$ cat src/rtl/stage_sequencer_pkg.sv
// Shared definitions for the multicycle stage sequencer: state encodings, CPU stage codes, opcodes.
package stage_sequencer_pkg;

    typedef enum logic [3:0] {
        S_IDLE   = 4'd0,
        S_FETCH  = 4'd1,
        S_DECODE = 4'd2,
        S_REGRD  = 4'd3,
        S_EXEC   = 4'd4,
        S_MEM    = 4'd5,
        S_WBRES  = 4'd6,
        S_WB     = 4'd7,
        S_PCUPD  = 4'd8,
        S_HALT   = 4'd9
    } seq_state_e;

    // Stage numbering matches the existing datapath's stage counter.
    localparam logic [2:0] STG_FETCH  = 3'b000;
    localparam logic [2:0] STG_DECODE = 3'b001;
    localparam logic [2:0] STG_REGRD  = 3'b010;
    localparam logic [2:0] STG_EXEC   = 3'b011;
    localparam logic [2:0] STG_MEM    = 3'b100;
    localparam logic [2:0] STG_WBRES  = 3'b101;
    localparam logic [2:0] STG_WB     = 3'b110;
    localparam logic [2:0] STG_PCUPD  = 3'b111;

    localparam logic [3:0] OP_LW   = 4'b1010;
    localparam logic [3:0] OP_SW   = 4'b1011;
    localparam logic [3:0] OP_BEQ  = 4'b1100;
    localparam logic [3:0] OP_BNE  = 4'b1101;
    localparam logic [3:0] OP_HALT = 4'b1111;

    function automatic logic is_mem_op(input logic [3:0] op);
        return (op == OP_LW) || (op == OP_SW);
    endfunction

    function automatic logic is_branch_op(input logic [3:0] op);
        return (op == OP_BEQ) || (op == OP_BNE);
    endfunction

    function automatic logic [2:0] stage_of(input seq_state_e s);
        case (s)
            S_FETCH:  return STG_FETCH;
            S_DECODE: return STG_DECODE;
            S_REGRD:  return STG_REGRD;
            S_EXEC:   return STG_EXEC;
            S_MEM:    return STG_MEM;
            S_WBRES:  return STG_WBRES;
            S_WB:     return STG_WB;
            S_PCUPD:  return STG_PCUPD;
            default:  return STG_FETCH;
        endcase
    endfunction

endpackage

$ cat src/rtl/stage_sequencer_if.sv
// Control/strobe bundle between the stage sequencer (slave) and the CPU datapath (master).
// SINGLE_STEP_EN adds the step_i request line.
interface stage_sequencer_if #(
    parameter int unsigned CNT_W = 8
);
`ifdef SINGLE_STEP_EN
    logic             step_i;
`endif
    logic             run_i;
    logic [3:0]       opcode_i;
    logic             mem_r_en_i;
    logic             mem_w_en_i;
    logic             reg_w_en_i;
    logic             mem_ready_i;
    logic             fetch_o;
    logic             decode_o;
    logic             read_regs_o;
    logic             execute_o;
    logic             access_mem_o;
    logic             wb_resolve_o;
    logic             writeback_o;
    logic             update_pc_o;
    logic [2:0]       stage_o;
    logic             busy_o;
    logic             halted_o;
    logic             mem_err_o;
    logic [CNT_W-1:0] instr_count_o;

    modport master (
`ifdef SINGLE_STEP_EN
        output step_i,
`endif
        output run_i, opcode_i, mem_r_en_i, mem_w_en_i, reg_w_en_i, mem_ready_i,
        input  fetch_o, decode_o, read_regs_o, execute_o, access_mem_o, wb_resolve_o,
        input  writeback_o, update_pc_o, stage_o, busy_o, halted_o, mem_err_o, instr_count_o
    );

    modport slave (
`ifdef SINGLE_STEP_EN
        input  step_i,
`endif
        input  run_i, opcode_i, mem_r_en_i, mem_w_en_i, reg_w_en_i, mem_ready_i,
        output fetch_o, decode_o, read_regs_o, execute_o, access_mem_o, wb_resolve_o,
        output writeback_o, update_pc_o, stage_o, busy_o, halted_o, mem_err_o, instr_count_o
    );

endinterface

$ cat src/rtl/stage_sequencer_mem_wait_timer.sv
// Data-memory wait timer: down-counter reloaded while load_i is high, terminal count at zero.
module stage_sequencer_mem_wait_timer #(
    parameter int unsigned   W    = 8,
    parameter logic [W-1:0]  LOAD = 8'd15
) (
    input  logic clk,
    input  logic rst,
    input  logic load_i,
    input  logic en_i,
    output logic tc_o
);

    logic [W-1:0] cnt_q;
    logic [W-1:0] cnt_d;

    always_comb begin
        cnt_d = cnt_q;
        if (load_i) begin
            cnt_d = LOAD;
        end else if (en_i && (cnt_q != '0)) begin
            cnt_d = cnt_q - W'(1);
        end
    end

    always_ff @(posedge clk or posedge rst) begin
        if (rst) begin
            cnt_q <= LOAD;
        end else begin
            cnt_q <= cnt_d;
        end
    end

    assign tc_o = (cnt_q == '0);

endmodule

$ cat src/rtl/stage_sequencer.sv
// Registered multicycle stage sequencer for the 8-bit CPU datapath (Moore strobes per stage).
// SINGLE_STEP_EN: adds bus.step_i, letting IDLE launch a single instruction while run_i is low.
//
//  state   | meaning
//  IDLE    | waiting for run (or step)
//  FETCH   | latch instruction_data
//  DECODE  | control unit decode
//  REGRD   | read register file / jump offset; HALT opcode diverts here
//  EXEC    | ALU evaluate
//  MEM     | data memory access, waits on mem_ready with timeout
//  WBRES   | select ALU vs memory result
//  WB      | register file write
//  PCUPD   | program counter update, retire instruction
//  HALT    | absorbing stop; only rst leaves
module stage_sequencer
    import stage_sequencer_pkg::*;
#(
    parameter logic [3:0]  HALT_OPCODE = OP_HALT,
    parameter int unsigned MEM_TIMEOUT = 15,
    parameter int unsigned CNT_W       = 8
) (
    input  logic             clk,
    input  logic             rst,
    stage_sequencer_if.slave bus
);

    seq_state_e       state_q, state_d;
    logic [CNT_W-1:0] count_q, count_d;
    logic             mem_err_q, mem_err_d;
    logic             in_mem_q;
    logic             tmr_load, tmr_en, tmr_tc;
    logic             start;

`ifdef SINGLE_STEP_EN
    assign start = bus.run_i | bus.step_i;
`else
    assign start = bus.run_i;
`endif

    stage_sequencer_mem_wait_timer #(
        .W    (8),
        .LOAD (8'(MEM_TIMEOUT))
    ) u_mem_wait_timer (
        .clk    (clk),
        .rst    (rst),
        .load_i (tmr_load),
        .en_i   (tmr_en),
        .tc_o   (tmr_tc)
    );

    always_ff @(posedge clk or posedge rst) begin
        if (rst) begin
            state_q   <= S_IDLE;
            count_q   <= '0;
            mem_err_q <= 1'b0;
            in_mem_q  <= 1'b0;
        end else begin
            state_q   <= state_d;
            count_q   <= count_d;
            mem_err_q <= mem_err_d;
            in_mem_q  <= (state_q == S_MEM);
        end
    end

    always_comb begin
        state_d   = state_q;
        count_d   = count_q;
        mem_err_d = mem_err_q;
        tmr_load  = 1'b1;
        tmr_en    = 1'b0;
        case (state_q)
            S_IDLE:   if (start) state_d = S_FETCH;
            S_FETCH:  state_d = S_DECODE;
            S_DECODE: state_d = S_REGRD;
            S_REGRD:  state_d = (bus.opcode_i == HALT_OPCODE) ? S_HALT : S_EXEC;
            S_EXEC:   state_d = (bus.mem_r_en_i | bus.mem_w_en_i) ? S_MEM : S_WBRES;
            S_MEM: begin
                tmr_load = 1'b0;
                // Ready is checked before the timeout so a late ready still completes.
                if (bus.mem_ready_i) begin
                    state_d = S_WBRES;
                end else if (tmr_tc) begin
                    mem_err_d = 1'b1;
                    state_d   = S_HALT;
                end else begin
                    tmr_en = 1'b1;
                end
            end
            S_WBRES:  state_d = bus.reg_w_en_i ? S_WB : S_PCUPD;
            S_WB:     state_d = S_PCUPD;
            S_PCUPD: begin
                count_d = count_q + CNT_W'(1);
                state_d = bus.run_i ? S_FETCH : S_IDLE;
            end
            S_HALT:   state_d = S_HALT;
            default:  state_d = S_IDLE;
        endcase
    end

    assign bus.fetch_o       = (state_q == S_FETCH);
    assign bus.decode_o      = (state_q == S_DECODE);
    assign bus.read_regs_o   = (state_q == S_REGRD);
    assign bus.execute_o     = (state_q == S_EXEC);
    assign bus.access_mem_o  = (state_q == S_MEM) && !in_mem_q;
    assign bus.wb_resolve_o  = (state_q == S_WBRES);
    assign bus.writeback_o   = (state_q == S_WB);
    assign bus.update_pc_o   = (state_q == S_PCUPD);
    assign bus.stage_o       = stage_of(state_q);
    assign bus.busy_o        = (state_q != S_IDLE) && (state_q != S_HALT);
    assign bus.halted_o      = (state_q == S_HALT);
    assign bus.mem_err_o     = mem_err_q;
    assign bus.instr_count_o = count_q;

endmodule
$ cat src/flat_wrapper.sv
// flat-port wrapper written by rule: the top's interface ports become plain ports
module stage_sequencer_flat import stage_sequencer_pkg::*;
#(
    parameter logic [3:0]  HALT_OPCODE = OP_HALT,
    parameter int unsigned MEM_TIMEOUT = 15,
    parameter int unsigned CNT_W       = 8
)
  (clk, rst, bus_run_i, bus_opcode_i, bus_mem_r_en_i, bus_mem_w_en_i, bus_reg_w_en_i, bus_mem_ready_i, bus_fetch_o, bus_decode_o, bus_read_regs_o, bus_execute_o, bus_access_mem_o, bus_wb_resolve_o, bus_writeback_o, bus_update_pc_o, bus_stage_o, bus_busy_o, bus_halted_o, bus_mem_err_o, bus_instr_count_o);
  stage_sequencer_if #(.CNT_W(CNT_W)) bus_i ();
  input  logic clk;
  input  logic rst;
  input wire logic [$bits(bus_i.run_i)-1:0] bus_run_i;
  input wire logic [$bits(bus_i.opcode_i)-1:0] bus_opcode_i;
  input wire logic [$bits(bus_i.mem_r_en_i)-1:0] bus_mem_r_en_i;
  input wire logic [$bits(bus_i.mem_w_en_i)-1:0] bus_mem_w_en_i;
  input wire logic [$bits(bus_i.reg_w_en_i)-1:0] bus_reg_w_en_i;
  input wire logic [$bits(bus_i.mem_ready_i)-1:0] bus_mem_ready_i;
  output wire logic [$bits(bus_i.fetch_o)-1:0] bus_fetch_o;
  output wire logic [$bits(bus_i.decode_o)-1:0] bus_decode_o;
  output wire logic [$bits(bus_i.read_regs_o)-1:0] bus_read_regs_o;
  output wire logic [$bits(bus_i.execute_o)-1:0] bus_execute_o;
  output wire logic [$bits(bus_i.access_mem_o)-1:0] bus_access_mem_o;
  output wire logic [$bits(bus_i.wb_resolve_o)-1:0] bus_wb_resolve_o;
  output wire logic [$bits(bus_i.writeback_o)-1:0] bus_writeback_o;
  output wire logic [$bits(bus_i.update_pc_o)-1:0] bus_update_pc_o;
  output wire logic [$bits(bus_i.stage_o)-1:0] bus_stage_o;
  output wire logic [$bits(bus_i.busy_o)-1:0] bus_busy_o;
  output wire logic [$bits(bus_i.halted_o)-1:0] bus_halted_o;
  output wire logic [$bits(bus_i.mem_err_o)-1:0] bus_mem_err_o;
  output wire logic [$bits(bus_i.instr_count_o)-1:0] bus_instr_count_o;
  assign bus_i.run_i = bus_run_i;
  assign bus_i.opcode_i = bus_opcode_i;
  assign bus_i.mem_r_en_i = bus_mem_r_en_i;
  assign bus_i.mem_w_en_i = bus_mem_w_en_i;
  assign bus_i.reg_w_en_i = bus_reg_w_en_i;
  assign bus_i.mem_ready_i = bus_mem_ready_i;
  assign bus_fetch_o = bus_i.fetch_o;
  assign bus_decode_o = bus_i.decode_o;
  assign bus_read_regs_o = bus_i.read_regs_o;
  assign bus_execute_o = bus_i.execute_o;
  assign bus_access_mem_o = bus_i.access_mem_o;
  assign bus_wb_resolve_o = bus_i.wb_resolve_o;
  assign bus_writeback_o = bus_i.writeback_o;
  assign bus_update_pc_o = bus_i.update_pc_o;
  assign bus_stage_o = bus_i.stage_o;
  assign bus_busy_o = bus_i.busy_o;
  assign bus_halted_o = bus_i.halted_o;
  assign bus_mem_err_o = bus_i.mem_err_o;
  assign bus_instr_count_o = bus_i.instr_count_o;
  stage_sequencer #(.HALT_OPCODE(HALT_OPCODE), .MEM_TIMEOUT(MEM_TIMEOUT), .CNT_W(CNT_W)) u_core (.clk(clk), .rst(rst), .bus(bus_i));
endmodule
$ cat config.mk
export PLATFORM = sky130hd
export DESIGN_NAME = stage_sequencer_flat
export DESIGN_NICKNAME = d
export VERILOG_FILES = /design/src/rtl/stage_sequencer_pkg.sv /design/src/rtl/stage_sequencer_if.sv /design/src/rtl/stage_sequencer_mem_wait_timer.sv /design/src/rtl/stage_sequencer.sv /design/src/flat_wrapper.sv
export SDC_FILE = /design/constraint.sdc
export NUM_CORES = 1
export LEC_CHECK = 0
export BUFFER_PORTS_ARGS = -buffer_cell sky130_fd_sc_hd__buf_2
export CORE_AREA = 2 2 58 60
export CTS_CLUSTER_DIAMETER = 50
export DETAILED_ROUTE_END_ITERATION = 6
export DIE_AREA = 0 0 60 62
export PLACE_DENSITY = 0.71
export SLEW_MARGIN = 20
export SYNTH_ARGS = -nofsm -noshare
export SYNTH_HDL_FRONTEND = slang
export SYNTH_SLANG_ARGS = --single-unit
$ cat constraint.sdc
create_clock -name clk -period 2 [get_ports clk]
set_clock_uncertainty 0.1 [all_clocks]
set_input_delay 0.2 -clock clk [delete_from_list [all_inputs] [get_ports clk]]
set_output_delay 0.2 -clock clk [all_outputs]
set_load 0.05 [all_outputs]
==> impl_metrics.toml <==
[run_status]
status = "finished clean"

[pwr]
fin_total_pwr_mw = 2.400
p_per_area_mw_per_mm2 = 1331
power.leakage_nw = 0.8905
irDropWorstVdd_uv = 1102

[sta]
slew_headroom_pct = 71.89
grt_setup_unrepaired = "true"
maxSlewViolCount = 0
finalSetupViolations = 0
fin_crit_sh_pct = 96.98
fin_crit_ps = 1940
worst_pin_slew_ps = 418.4
hold_viol_final = 0
clock.fmax_ghz = 0.5156

[die]
io-pin-count = 33
dieArea_mm2 = 0.003720
die_y_um = 62
initial_core_util_pct = 43.13
core_area_mm2 = 0.003179
std_cell_rows = 21
die_x_um = 60

[global_routing]
grt_pass1_vias = 1103
overflow = 0
grt_pass1_wl_mm = 5.009
grt_max_degree = 23
grt.total_usage_pct = 17.71
antenna_found_initial = 0

[final_layout]
finalNonFillerCells = 233
mostFrequentLayoutCells = "26 x buf_2, 17 x nand2_1, 17 x buf_4"
nFillCells = 298
nNetsFinal = 207
diodes = 0
multi_input_comb_area_um2 = 823.3
final_common_cell = "buf_2"
seq_area_um2 = 558.0
drive_above_1_share_pct = 40.64
area_growth_syn_to_layout_pct = 31.48

[yosys]
syn_area_mm2 = 0.001371
yosysTopAreaCell = "dfrtp_1"
ys_warn_count = 0
postSynthNetCount = 159
ys_ff_latch = 22
synth_edf_count = 0
synth_top_area_share_pct = 32.85
synthArstFlopShare_pct = 100.0
synthTopCellsByArea = "dfrtp_1 33%, dfstp_2 7.7%, ha_1 7.3%"
synth.distinct_cells = 51
yosysSeqAreaShare_pct = 40.51
syn_area_per_cell_um2 = 9.795
synth-main-ff-cell = "dfrtp_1"
postSynthCellCount = 140

[critical_path]
crit_arrival_ps = 2040
cp_data_required_time_ps = 2100
crit_slowest_cell = "dfstp_2"
path_buf_inv = 2
cp_cell_sequence = "inv_1 -> ha_1 -> or3b_4 -> o211ai_1 -> buf_4 -> o31a_1 -> o21a_1"
critPathMaxStageDelay_ps = 550
critical_path_class = "flop to flop"
cpLargestDelayFamily = "flip-flops"
path_max_fanout = 5
end_kind = "flop"
start_kind = "flop"

[flow_run]
cap_violations = 0

[placed_design]
hpwl_mm = 2.377
dp_cells = 226
numPortBuffers = 32
routabilityCongestion = 0.8797

[hold_path]
hold_class = "input pin to flop"

[clocking]
htreeDepth = 1
clk_path_buf_depth = 2
clkSinkCount = 22
path_clk_slew_ps = 120
insertion_delay_ps = 300
cts_tree = "built"
clockRootBuffer = "clkbuf_4"
cts_buffers = 3

[routing]
wl_per_cell_um = 13.52
totalWireLength_mm = 3.150
ant_nets = 0
first_pass_iters = 4
via_count = 1198
vias_per_cell = 5.142
drtIter0Drc = 49
drc = 0
report_power, final:
group	leakage (nW)	switching (mW)	internal (mW)
registers	0.283	0.0787	0.510
logic	0.586	0.987	0.585
clock network	0.0210	0.128	0.111
total	0.890	1.19	1.21
final timing paths:
path                       cells past startpoint                                to                             start  slack (ps)
max in group asynchronous                      4  u_core.u_mem_wait_timer.cnt_q[1]                               rst        1170
hold reg to reg                                1              u_core.bus.mem_err_o              u_core.bus.mem_err_o         370
setup reg to reg                               7  u_core.u_mem_wait_timer.cnt_q[4]  u_core.u_mem_wait_timer.cnt_q[0]          60
hold / removal                                 3                 u_core.state_q[3]                    bus_reg_w_en_i         220
setup / recovery                               7  u_core.u_mem_wait_timer.cnt_q[4]  u_core.u_mem_wait_timer.cnt_q[0]          60
min in group asynchronous                      4       u_core.bus.instr_count_o[0]                               rst         360
worst register-to-register path: stages (launching register included):
cell,delay [ps]
dfstp_2,550
inv_1,60
ha_1,190
or3b_4,250
o211ai_1,100
buf_4,170
o31a_1,240
o21a_1,180
area by class of cell:
| cell class | count | share of cell area [%] |
|---|---|---|
| tap | 46 | 3.192 |
| clock buffer | 4 | 2.012 |
| multi-input combinational | 105 | 45.66 |
| sequential | 22 | 30.95 |
| inverter | 9 | 1.874 |
| timing repair buffer | 47 | 16.31 |
cell usage after synthesis, types with 2 or more instances:
| cell | instances |
|---|---|
| a21oi_1 | 3 |
| and2_1 | 5 |
| buf_2 | 2 |
| clkbuf_1 | 2 |
| dfrtp_1 | 18 |
| dfstp_2 | 4 |
| ha_1 | 8 |
| inv_1 | 8 |
| mux2i_1 | 6 |
| nand2_1 | 17 |
| nand2b_1 | 2 |
| nand3_1 | 3 |
| nor2_1 | 6 |
| nor2b_1 | 3 |
| nor3_1 | 2 |
| nor4_1 | 3 |
| o211ai_1 | 2 |
| o21ai_0 | 2 |
| o22ai_1 | 5 |
| or2_2 | 2 |
| xnor2_1 | 5 |
| xor2_1 | 3 |
per-layer routing:
layer / GRT usage [%] / share of wire [%] / routed length, um / vias up
met5: 0 / 0 / 0 / -
met4: 5.397 / 1.2 / 37 / 0
met3: 1.449 / 2.4 / 77 / 4
met2: 32.14 / 52 / 1650 / 25
met1: 22.45 / 44 / 1386 / 574
li1: - / - / - / 595
stage by stage:
step / TNS, ps / utilization, % / cell area [um^2] / hold WS, ps / setup slack [ps]
floorplan: -225.4 / - / 1379 / 86.26 / -225.4
global placement: 0 / 52.50 / 1669 / 146.0 / 38.81
detailed placement: -95.50 / 52.50 / 1669 / 148.6 / -47.83
CTS: -19.20 / 54.74 / 1740 / 202.0 / -19.20
global route: -22.75 / 56.71 / 1803 / 213.7 / -22.75
finish: 0 / 56.71 / 1803 / 218.3 / 60.41
flip-flops by register name, summed over array words and instances (netlist names):
register,cells
u_core.bus.instr_count_o,8
u_core.state_q,4
u_core.in_mem_q,1
u_core.bus.mem_err_o,1
u_core.u_mem_wait_timer.cnt_q,8
logic make-up after synthesis:
group / synth area share, %
multiplexers: 5.474
adder cells (fa/ha/maj): 7.300
XOR/XNOR: 5.110
flip-flops: 40.51
buffers and inverters: 3.741
AND/OR/NAND/NOR: 21.72
AO/OA/AOI/OAI: 16.15
timing repair:
action                                  in CTS  in global routing
gates resized for setup                      7                 16
endpoints found under the setup margin      10                 14
pin swaps                                    1                  1
hold endpoints to repair                    18                  0
hold buffers                                 1                  0
setup buffers                                1                  1
Note: power is estimated with default switching activity, not from simulation.
